--- config.mk ---
export PLATFORM = sky130hd
export DESIGN_NAME = cla_pipe_addsub
export DESIGN_NICKNAME = d
export VERILOG_FILES = /design/src/rtl/cla_pkg.sv /design/src/rtl/cla4_group.sv /design/src/rtl/cla_pipe_addsub.sv
export SDC_FILE = /design/constraint.sdc
export NUM_CORES = 1
export LEC_CHECK = 0
export BUFFER_PORTS_ARGS = -buffer_cell sky130_fd_sc_hd__buf_2
export CAP_MARGIN = 20
export CORE_MARGIN = 8
export CORE_UTILIZATION = 40
export DETAILED_ROUTE_END_ITERATION = 10
export GPL_TIMING_DRIVEN = 0
export PLACE_DENSITY = 0.68
export SETUP_SLACK_MARGIN = 0.4
export SLEW_MARGIN = 0
export SYNTH_ARGS = -nofsm -noshare
export SYNTH_HDL_FRONTEND = slang
export SYNTH_HIERARCHICAL = 1
export SYNTH_SLANG_ARGS = --single-unit
--- constraint.sdc ---
create_clock -name clk -period 7.2 [get_ports clk]
set_input_delay 0.72 -clock clk [delete_from_list [all_inputs] [get_ports clk]]
set_output_delay 0.72 -clock clk [all_outputs]
set_load 0.02 [all_outputs]
--- src/rtl/cla_pkg.sv ---
// Shared sizing constants, flag bundle and stage-count helper for the
// pipelined carry-lookahead adder/subtractor.
package cla_pkg;

  localparam int GROUP_W = 4;

  typedef struct packed {
    logic c_out;
    logic ovf;
    logic zero;
  } flags_t;

  function automatic int num_stages(input int width, input int groups_per_stage);
    return width / (GROUP_W * groups_per_stage);
  endfunction

endpackage

--- src/rtl/cla4_group.sv ---
// Combinational 4-bit carry-lookahead slice: internal carries, group
// generate/propagate and carry-out are all flat sum-of-products terms.
module cla4_group
  import cla_pkg::*;
(
  input  logic [GROUP_W-1:0] a,
  input  logic [GROUP_W-1:0] b,
  input  logic               c,
  output logic [GROUP_W-1:0] s,
  output logic               g,
  output logic               p,
  output logic               c_out
);

  logic [GROUP_W-1:0] gen_s;
  logic [GROUP_W-1:0] prop_s;
  logic [GROUP_W:0]   carry_s;

  assign gen_s  = a & b;
  assign prop_s = a ^ b;

  assign carry_s[0] = c;
  assign carry_s[1] = gen_s[0] | (prop_s[0] & c);
  assign carry_s[2] = gen_s[1] | (prop_s[1] & gen_s[0]) | (prop_s[1] & prop_s[0] & c);
  assign carry_s[3] = gen_s[2] | (prop_s[2] & gen_s[1]) | (prop_s[2] & prop_s[1] & gen_s[0])
                    | (prop_s[2] & prop_s[1] & prop_s[0] & c);

  assign g = gen_s[3] | (prop_s[3] & gen_s[2]) | (prop_s[3] & prop_s[2] & gen_s[1])
           | (prop_s[3] & prop_s[2] & prop_s[1] & gen_s[0]);
  assign p = &prop_s;

  assign carry_s[4] = g | (p & c);
  assign c_out      = carry_s[4];
  assign s          = prop_s ^ carry_s[GROUP_W-1:0];

endmodule

--- src/rtl/cla_pipe_addsub.sv ---
// Pipelined carry-lookahead adder/subtractor with valid/ready handshake.
// Each stage resolves GROUPS_PER_STAGE 4-bit groups and registers its carry.
module cla_pipe_addsub
  import cla_pkg::*;
#(
  parameter int WIDTH            = 16,
  parameter int GROUPS_PER_STAGE = 2
) (
  input  logic             clk,
  input  logic             reset_n,
  input  logic             in_valid,
  output logic             in_ready,
  input  logic [WIDTH-1:0] a_in,
  input  logic [WIDTH-1:0] b_in,
  input  logic             c_in,
  input  logic             sub,
  output logic             out_valid,
  input  logic             out_ready,
  output logic [WIDTH-1:0] s_out,
  output logic             c_out,
  output logic             ovf,
  output logic             zero
);

  localparam int STAGE_W    = GROUP_W * GROUPS_PER_STAGE;
  localparam int NUM_STAGES = num_stages(WIDTH, GROUPS_PER_STAGE);

  if ((WIDTH < STAGE_W) || ((WIDTH % STAGE_W) != 0)) begin : g_bad_params
    $error("cla_pipe_addsub: WIDTH must be a positive multiple of 4*GROUPS_PER_STAGE");
  end

  // Index 0 is the input register; index k is the output of stage k.
  logic [WIDTH-1:0] a_q     [0:NUM_STAGES];
  logic [WIDTH-1:0] b_q     [0:NUM_STAGES];
  logic [WIDTH-1:0] sum_q   [0:NUM_STAGES];
  logic             carry_q [0:NUM_STAGES];
  logic             valid_q [0:NUM_STAGES];
  flags_t           flags_q;

  logic             stall_s;
  logic             advance_s;
  logic [WIDTH-1:0] a0_r;
  logic [WIDTH-1:0] b0_r;
  logic             c0_r;
  logic             v0_r;

  assign stall_s   = valid_q[NUM_STAGES] & ~out_ready;
  assign advance_s = ~stall_s;
  assign in_ready  = advance_s;

  // Input register: subtraction is folded in as A + ~B + ~borrow_in.
  always_ff @(posedge clk or negedge reset_n) begin
    if (!reset_n) begin
      a0_r <= {WIDTH{1'b0}};
      b0_r <= {WIDTH{1'b0}};
      c0_r <= 1'b0;
      v0_r <= 1'b0;
    end else if (advance_s) begin
      a0_r <= a_in;
      b0_r <= sub ? ~b_in : b_in;
      c0_r <= c_in ^ sub;
      v0_r <= in_valid;
    end
  end

  assign a_q[0]     = a0_r;
  assign b_q[0]     = b0_r;
  assign sum_q[0]   = {WIDTH{1'b0}};
  assign carry_q[0] = c0_r;
  assign valid_q[0] = v0_r;

  for (genvar k = 1; k <= NUM_STAGES; k++) begin : g_stage
    localparam int LO = (k - 1) * STAGE_W;

    logic [GROUPS_PER_STAGE-1:0] grp_g_s;
    logic [GROUPS_PER_STAGE-1:0] grp_p_s;
    logic [GROUPS_PER_STAGE-1:0] grp_co_s;
    logic [GROUPS_PER_STAGE:0]   grp_c_s;
    logic [STAGE_W-1:0]          slice_sum_s;
    logic [WIDTH-1:0]            sum_nxt_s;
    logic                        la_acc_s;
    logic                        la_prop_s;
    logic                        unused_grp_co_s;
    logic [WIDTH-1:0]            a_r;
    logic [WIDTH-1:0]            b_r;
    logic [WIDTH-1:0]            sum_r;
    logic                        carry_r;
    logic                        valid_r;

    for (genvar j = 0; j < GROUPS_PER_STAGE; j++) begin : g_group
      cla4_group u_group (
        .a     (a_q[k-1][LO + j*GROUP_W +: GROUP_W]),
        .b     (b_q[k-1][LO + j*GROUP_W +: GROUP_W]),
        .c     (grp_c_s[j]),
        .s     (slice_sum_s[j*GROUP_W +: GROUP_W]),
        .g     (grp_g_s[j]),
        .p     (grp_p_s[j]),
        .c_out (grp_co_s[j])
      );
    end

    // Group carries come from the stage-level lookahead, not the ripple outputs.
    assign unused_grp_co_s = ^grp_co_s;

    // Stage lookahead: each group carry-in is an OR of G/P products plus the stage carry-in.
    always_comb begin
      grp_c_s    = {(GROUPS_PER_STAGE+1){1'b0}};
      la_acc_s   = 1'b0;
      la_prop_s  = 1'b1;
      grp_c_s[0] = carry_q[k-1];
      for (int j = 1; j <= GROUPS_PER_STAGE; j++) begin
        la_acc_s  = 1'b0;
        la_prop_s = 1'b1;
        for (int i = j - 1; i >= 0; i--) begin
          la_acc_s  = la_acc_s | (la_prop_s & grp_g_s[i]);
          la_prop_s = la_prop_s & grp_p_s[i];
        end
        grp_c_s[j] = la_acc_s | (la_prop_s & carry_q[k-1]);
      end
    end

    // Splice this stage's sum bits over the bits resolved by earlier stages.
    always_comb begin
      sum_nxt_s                = sum_q[k-1];
      sum_nxt_s[LO +: STAGE_W] = slice_sum_s;
    end

    // Stage register: operand skew, partial sum, outgoing carry and valid bit.
    always_ff @(posedge clk or negedge reset_n) begin
      if (!reset_n) begin
        a_r     <= {WIDTH{1'b0}};
        b_r     <= {WIDTH{1'b0}};
        sum_r   <= {WIDTH{1'b0}};
        carry_r <= 1'b0;
        valid_r <= 1'b0;
      end else if (advance_s) begin
        a_r     <= a_q[k-1];
        b_r     <= b_q[k-1];
        sum_r   <= sum_nxt_s;
        carry_r <= grp_c_s[GROUPS_PER_STAGE];
        valid_r <= valid_q[k-1];
      end
    end

    assign a_q[k]     = a_r;
    assign b_q[k]     = b_r;
    assign sum_q[k]   = sum_r;
    assign carry_q[k] = carry_r;
    assign valid_q[k] = valid_r;

    if (k == NUM_STAGES) begin : g_flags
      flags_t flags_nxt_s;
      flags_t flags_r;
      logic   msb_cin_s;

      // Carry into the MSB recovered from its sum bit and (effective) operand bits.
      assign msb_cin_s = a_q[k-1][WIDTH-1] ^ b_q[k-1][WIDTH-1] ^ sum_nxt_s[WIDTH-1];

      // Final flags from the completed sum.
      always_comb begin
        flags_nxt_s       = 3'b000;
        flags_nxt_s.c_out = grp_c_s[GROUPS_PER_STAGE];
        flags_nxt_s.ovf   = msb_cin_s ^ grp_c_s[GROUPS_PER_STAGE];
        flags_nxt_s.zero  = ~|sum_nxt_s;
      end

      // Flag register, aligned with the final sum register.
      always_ff @(posedge clk or negedge reset_n) begin
        if (!reset_n) begin
          flags_r <= 3'b000;
        end else if (advance_s) begin
          flags_r <= flags_nxt_s;
        end
      end

      assign flags_q = flags_r;
    end
  end

  assign out_valid = valid_q[NUM_STAGES];
  assign s_out     = sum_q[NUM_STAGES];
  assign c_out     = flags_q.c_out;
  assign ovf       = flags_q.ovf;
  assign zero      = flags_q.zero;

endmodule
After elaboration in Yosys (flattened, before gate mapping)
Cells that the tools add are included.
Word-level totals
  register bits: 96
  bits in latches: 0
  memory bits (writable): 0
  memory bits (read-only): 0
  input port bits: 38
  output and inout port bits: 21
  memories: 0
Cells by class
  add/sub/neg operators: 0
  $mul: 0
  div/mod/pow operators: 0
  order comparisons: 0
  eq/ne operators: 0
  shift operators: 0
  multiplexer cells: 1
  bitwise operators: 126
  reductions and logical operators: 6
Operators with widths (number)
  $and A1 B1 Y1: 65
  $or A1 B1 Y1: 42
  $xor A4 B4 Y4: 8
  $and A4 B4 Y4: 4
  $mux W16: 1
  $not A16 Y16: 1
  $reduce_and A4 Y1: 4
  $reduce_or A16 Y1: 1
  $xor A1 B1 Y1: 4
  $not A1 Y1: 2
  $logic_not A1 Y1: 1

Longest topological paths before layout
  word-level depth: 11
  depth in mapped cells: 11
  mapped depth without buffers: 11

By module
Netlist, hierarchy kept.
By module, submodules not included
  cla_pipe_addsub: instances 1, cells an instance 348, area an instance 3203.1 um^2
  cla4_group at g_stage[2].g_group[0].u_group ...: instances 2, cells an instance 22, area an instance 193.9 um^2
  cla4_group at g_stage[1].g_group[0].u_group ...: instances 2, cells an instance 22, area an instance 182.7 um^2

Worst setup path after synthesis
OpenSTA, ideal clock, no wires.
  path kind: flip-flop to flip-flop
  from: reg g_stage[1].a_r[9]
  to: reg g_stage[2].g_flags.flags_r (netlist bit ovf)
  setup time: 0.129 ns
  arrival time: 2.282 ns
  required time: 7.071 ns
  path slack: 4.789 ns
  stages on the path, launching flop included: 12
  path buffers: 0
  cell sequence: dfrtp_1 > ha_1 > a21oi_2 > o21bai_1 > a21o_1 > a21o_1 > a41oi_2 > o21ai_2 > xor2_1 > xnor3_1 > a211oi_1 > a211oi_1
Between the ends
  word-level cells in the longest chain between the ends: 10
  elaborated cells on any way between the ends: 20
Ends and longest elaborated chain
  start: declaration: RTL line cla_pipe_addsub.sv:84  | logic [WIDTH-1:0] a_r;
  start signal: assignment: RTL line cla_pipe_addsub.sv:131  | a_r <= {WIDTH{1'b0}};
  start signal: assignment: RTL line cla_pipe_addsub.sv:137  | a_r <= a_q[k-1];
  $and A4 B4 Y4 / $xor A4 B4 Y4 (equally long branches): RTL line cla4_group.sv:19, cla4_group.sv:20
  $and A1 B1 Y1 (on tied branches): RTL line cla4_group.sv:28, cla4_group.sv:29
  $or A1 B1 Y1 / $and A1 B1 Y1 (equally long branches): RTL line cla4_group.sv:28, cla4_group.sv:29
  $or A1 B1 Y1 *: RTL line cla4_group.sv:29  | | (prop_s[3] & prop_s[2] & prop_s[1] & gen_s[0]);
  named net g_stage[2].grp_g_s[0]: RTL line cla_pipe_addsub.sv:75  | logic [GROUPS_PER_STAGE-1:0] grp_g_s;
  $or A1 B1 Y1 *
  named net g_stage[2].grp_c_s[1]: RTL line cla_pipe_addsub.sv:78  | logic [GROUPS_PER_STAGE:0] grp_c_s;
  $and A1 B1 Y1 *: RTL line cla4_group.sv:26  | | (prop_s[2] & prop_s[1] & prop_s[0] & c);
  $or A1 B1 Y1 *: RTL line cla4_group.sv:26
  $xor A4 B4 Y4 *: RTL line cla4_group.sv:34  | assign s = prop_s ^ carry_s[GROUP_W-1:0];
  named net g_stage[2].slice_sum_s[7]: RTL line cla_pipe_addsub.sv:79  | logic [STAGE_W-1:0] slice_sum_s;
  $xor A1 B1 Y1 *: RTL line cla_pipe_addsub.sv:157  | assign msb_cin_s = a_q[k-1][WIDTH-1] ^ b_q[k-1][WIDTH-1] ^ sum_nxt_s[WIDTH-1];
  $xor A1 B1 Y1 *: RTL line cla_pipe_addsub.sv:163  | flags_nxt_s.ovf = msb_cin_s ^ grp_c_s[GROUPS_PER_STAGE];
  end signal: assignment: RTL line cla_pipe_addsub.sv:172  | flags_r <= flags_nxt_s;
  end: declaration: RTL line cla_pipe_addsub.sv:153  | flags_t flags_r;
The timed path passes the listed nets; every way through them passes the cells marked *.
A chain may end at the register's enable or synchronous reset.

Worst setup path after layout
Ends and elaborated chain as after synthesis.

==> flow_metrics.env <==
export IMPL_post_cts_repair_setup_buffers=0
export IMPL_r2r_start="g_stage[1].a_r[9]"
export IMPL_first_global_vias=3160
export IMPL_arrival_ns=3.00
export IMPL_status="finished clean"
export IMPL_multiInputGateArea_mm2=0.00175
export IMPL_clk_pin_slew_worst_paths_ns=0.08
export IMPL_slew_viol_final=0
export IMPL_antenna_found_initial=0
export IMPL_ios=59
export IMPL_regArea_mm2=0.00200
export IMPL_pre_cts_ws_ns=4.51
export IMPL_p_clk_share_pct=19.8
export IMPL_crit_path_start_kind="register"
export IMPL_syn_avg_cell_area_um2=9.09
export IMPL_drive_above_1_share_pct=19.8
export IMPL_wl_per_cell_um=13.9
export IMPL_final_nets=559
export IMPL_fp_dieH_um=115
export IMPL_combPwrFrac_pct=43.5
export IMPL_timing_fmax_mhz=361
export IMPL_crit_path_cell_trace="ha_1, a21oi_2, o21bai_1, a21o_1, a21o_1, a41oi_2, o21ai_2, xor2_1, xnor3_1, a211oi_1, a211oi_1"
export IMPL_worstPathMaxFanout=5
export IMPL_ant_nets=0
export IMPL_core_mm2=0.00964
export IMPL_final_min_clock_period_ns=2.77
export IMPL_overflow=0
export IMPL_grt_start_max_net_pins=55
export IMPL_num_rows=36
export IMPL_wl_mm=8.90
export IMPL_p_seq_share_pct=36.7
export IMPL_total_power_mw=2.01
export IMPL_stdcell_area_mm2=0.00465
export IMPL_power_leakage_nw=2.43
export IMPL_grt_setup_unrepaired="no"
export IMPL_worst_slack_ns=4.43
export IMPL_holdBufCountCts=0
export IMPL_cts_made_buffers=9
export IMPL_cts_root_buffer="clkbuf_8"
export IMPL_whs_ns=0.282
export IMPL_drt_iter0_markers=128
export IMPL_dpl_cell_area_mm2=0.00441
export IMPL_sw_frac_of_total_pct=40.0
export IMPL_clk_latency_ns=0.35
export IMPL_r2r_end="ovf"
export IMPL_htreeDepth=3
export IMPL_area_growth_pct=18.5
export IMPL_netlist_area_mm2=0.00393
export IMPL_irDropWorstVdd_v=0.000118
export IMPL_fin_crit_sh_pct=38.5
export IMPL_fill_cells=978
export IMPL_p_sw_mw=0.804
export IMPL_endpoint="ovf"
export IMPL_first_pass_iters=6
export IMPL_via_per_inst=4.69
export IMPL_slew_limit_headroom_pct=65.3
export IMPL_maxCapViolCount=0
export IMPL_dieArea_mm2=0.0132
export IMPL_port_buffers=57
export IMPL_vias=2993
export IMPL_final_hold_violation_count=0
export IMPL_cp_startpoint="g_stage[1].a_r[9]"
export IMPL_cts_sinks=80
export IMPL_yosys_warnings=6
export IMPL_cp_end_kind="register"
export IMPL_dp_cells=623
export IMPL_crit_type="register to register"
export IMPL_cts_resized=0
export IMPL_rr_worst_depth=11
export IMPL_cp_slowest_stage_delay_ns=0.41
export IMPL_synth_fp_nets=490
export IMPL_grt_pass1_wl_mm=15.2
export IMPL_fin_skew_ns=0.00902
export IMPL_route_detailed_drc=0
export IMPL_tightest_slew_ns=0.520
export IMPL_synth_cells=432
export IMPL_internal_power_mw=1.20
export IMPL_grt_usage_pct=14.7
export IMPL_worstPathRequired_ns=7.43
export IMPL_setup_tns_ns=0
export IMPL_setup_viol=0
export IMPL_final_util_pct=48.2
export IMPL_hp_class="input port to async pin"
export IMPL_cts_tree="yes"
export IMPL_powerDensity_mw_per_mm2=432
export IMPL_cts_buffer_depth=2
export IMPL_antenna_cells=0
export IMPL_globalplace_congestion=0.805
export IMPL_die_w_um=115
export IMPL_final_cells=638
export IMPL_reg2reg_slack_ns=4.43
export IMPL_critPathSlowestCell="dfrtp_1"
export IMPL_hpwl_mm=6.84
export IMPL_initial_core_util_pct=40.7
## sequential cells by signal (all words and copies together), names as in the netlist
register	flops
a0_r	16
b0_r	16
s_out	16
g_stage.a_r	8
g_stage.b_r	8
g_stage.sum_r	8
c0_r	1
c_out	1
g_stage.carry_r	1
g_stage.valid_r	1
out_valid	1
ovf	1
v0_r	1
zero	1
## routing by layer
layer | part of all wire, % | GRT usage (%)
met5 | 0 | 0
met4 | 1.7 | 5.43
met3 | 5.4 | 4.25
met2 | 48 | 24.2
met1 | 45 | 17.8
## critical path: cells and delay by family, from the launching register on
family	cells	cell delay, ns
fa+ha+maj	1	0.39
flops	1	0.41
compound gates	8	1.25
xor+xnor	2	0.61
## power groups by stage
stage	registers [mW]	logic (mW)	clock network, mW
detailed placement	0.748	0.876	0
global placement	0.739	0.844	0
floorplan	0.775	0.590	0
CTS	0.738	0.884	0.408
finish	0.737	0.875	0.397
global route	0.760	0.992	0.426
## layout by cell type, fill, tap and decap left out, types with 5 or more instances in the layout
| cell type | count |
|---|---|
| clkbuf_8 | 10 |
| o21ai_0 | 19 |
| ha_1 | 16 |
| a21o_1 | 10 |
| dfrtp_1 | 80 |
| buf_4 | 5 |
| buf_2 | 65 |
| inv_1 | 20 |
| a21oi_1 | 8 |
| nand2_1 | 193 |
| clkbuf_1 | 6 |
| xnor2_1 | 25 |
## area by class of cell
type,count,share of cell area (%)
multi-input cells,312,37.6
inverters,21,1.69
clock buffers,10,2.96
plain buffers,19,2.10
flip-flops and latches,80,43.0
clock inverters,5,2.26
well taps,133,3.58
repair buffers,58,6.78
## worst min path at each step
stage | startpoint | endpoint
after global routing | reset_n | a0_r[2]
after global placement | g_stage[1].valid_r | g_stage[1].valid_r
final | reset_n | a0_r[13]
after detailed placement | g_stage[1].valid_r | g_stage[1].valid_r
after floorplan | reset_n | a0_r[0]
after CTS | reset_n | s_out[3]
No activity file was read; power rests on OpenSTA's default activity.
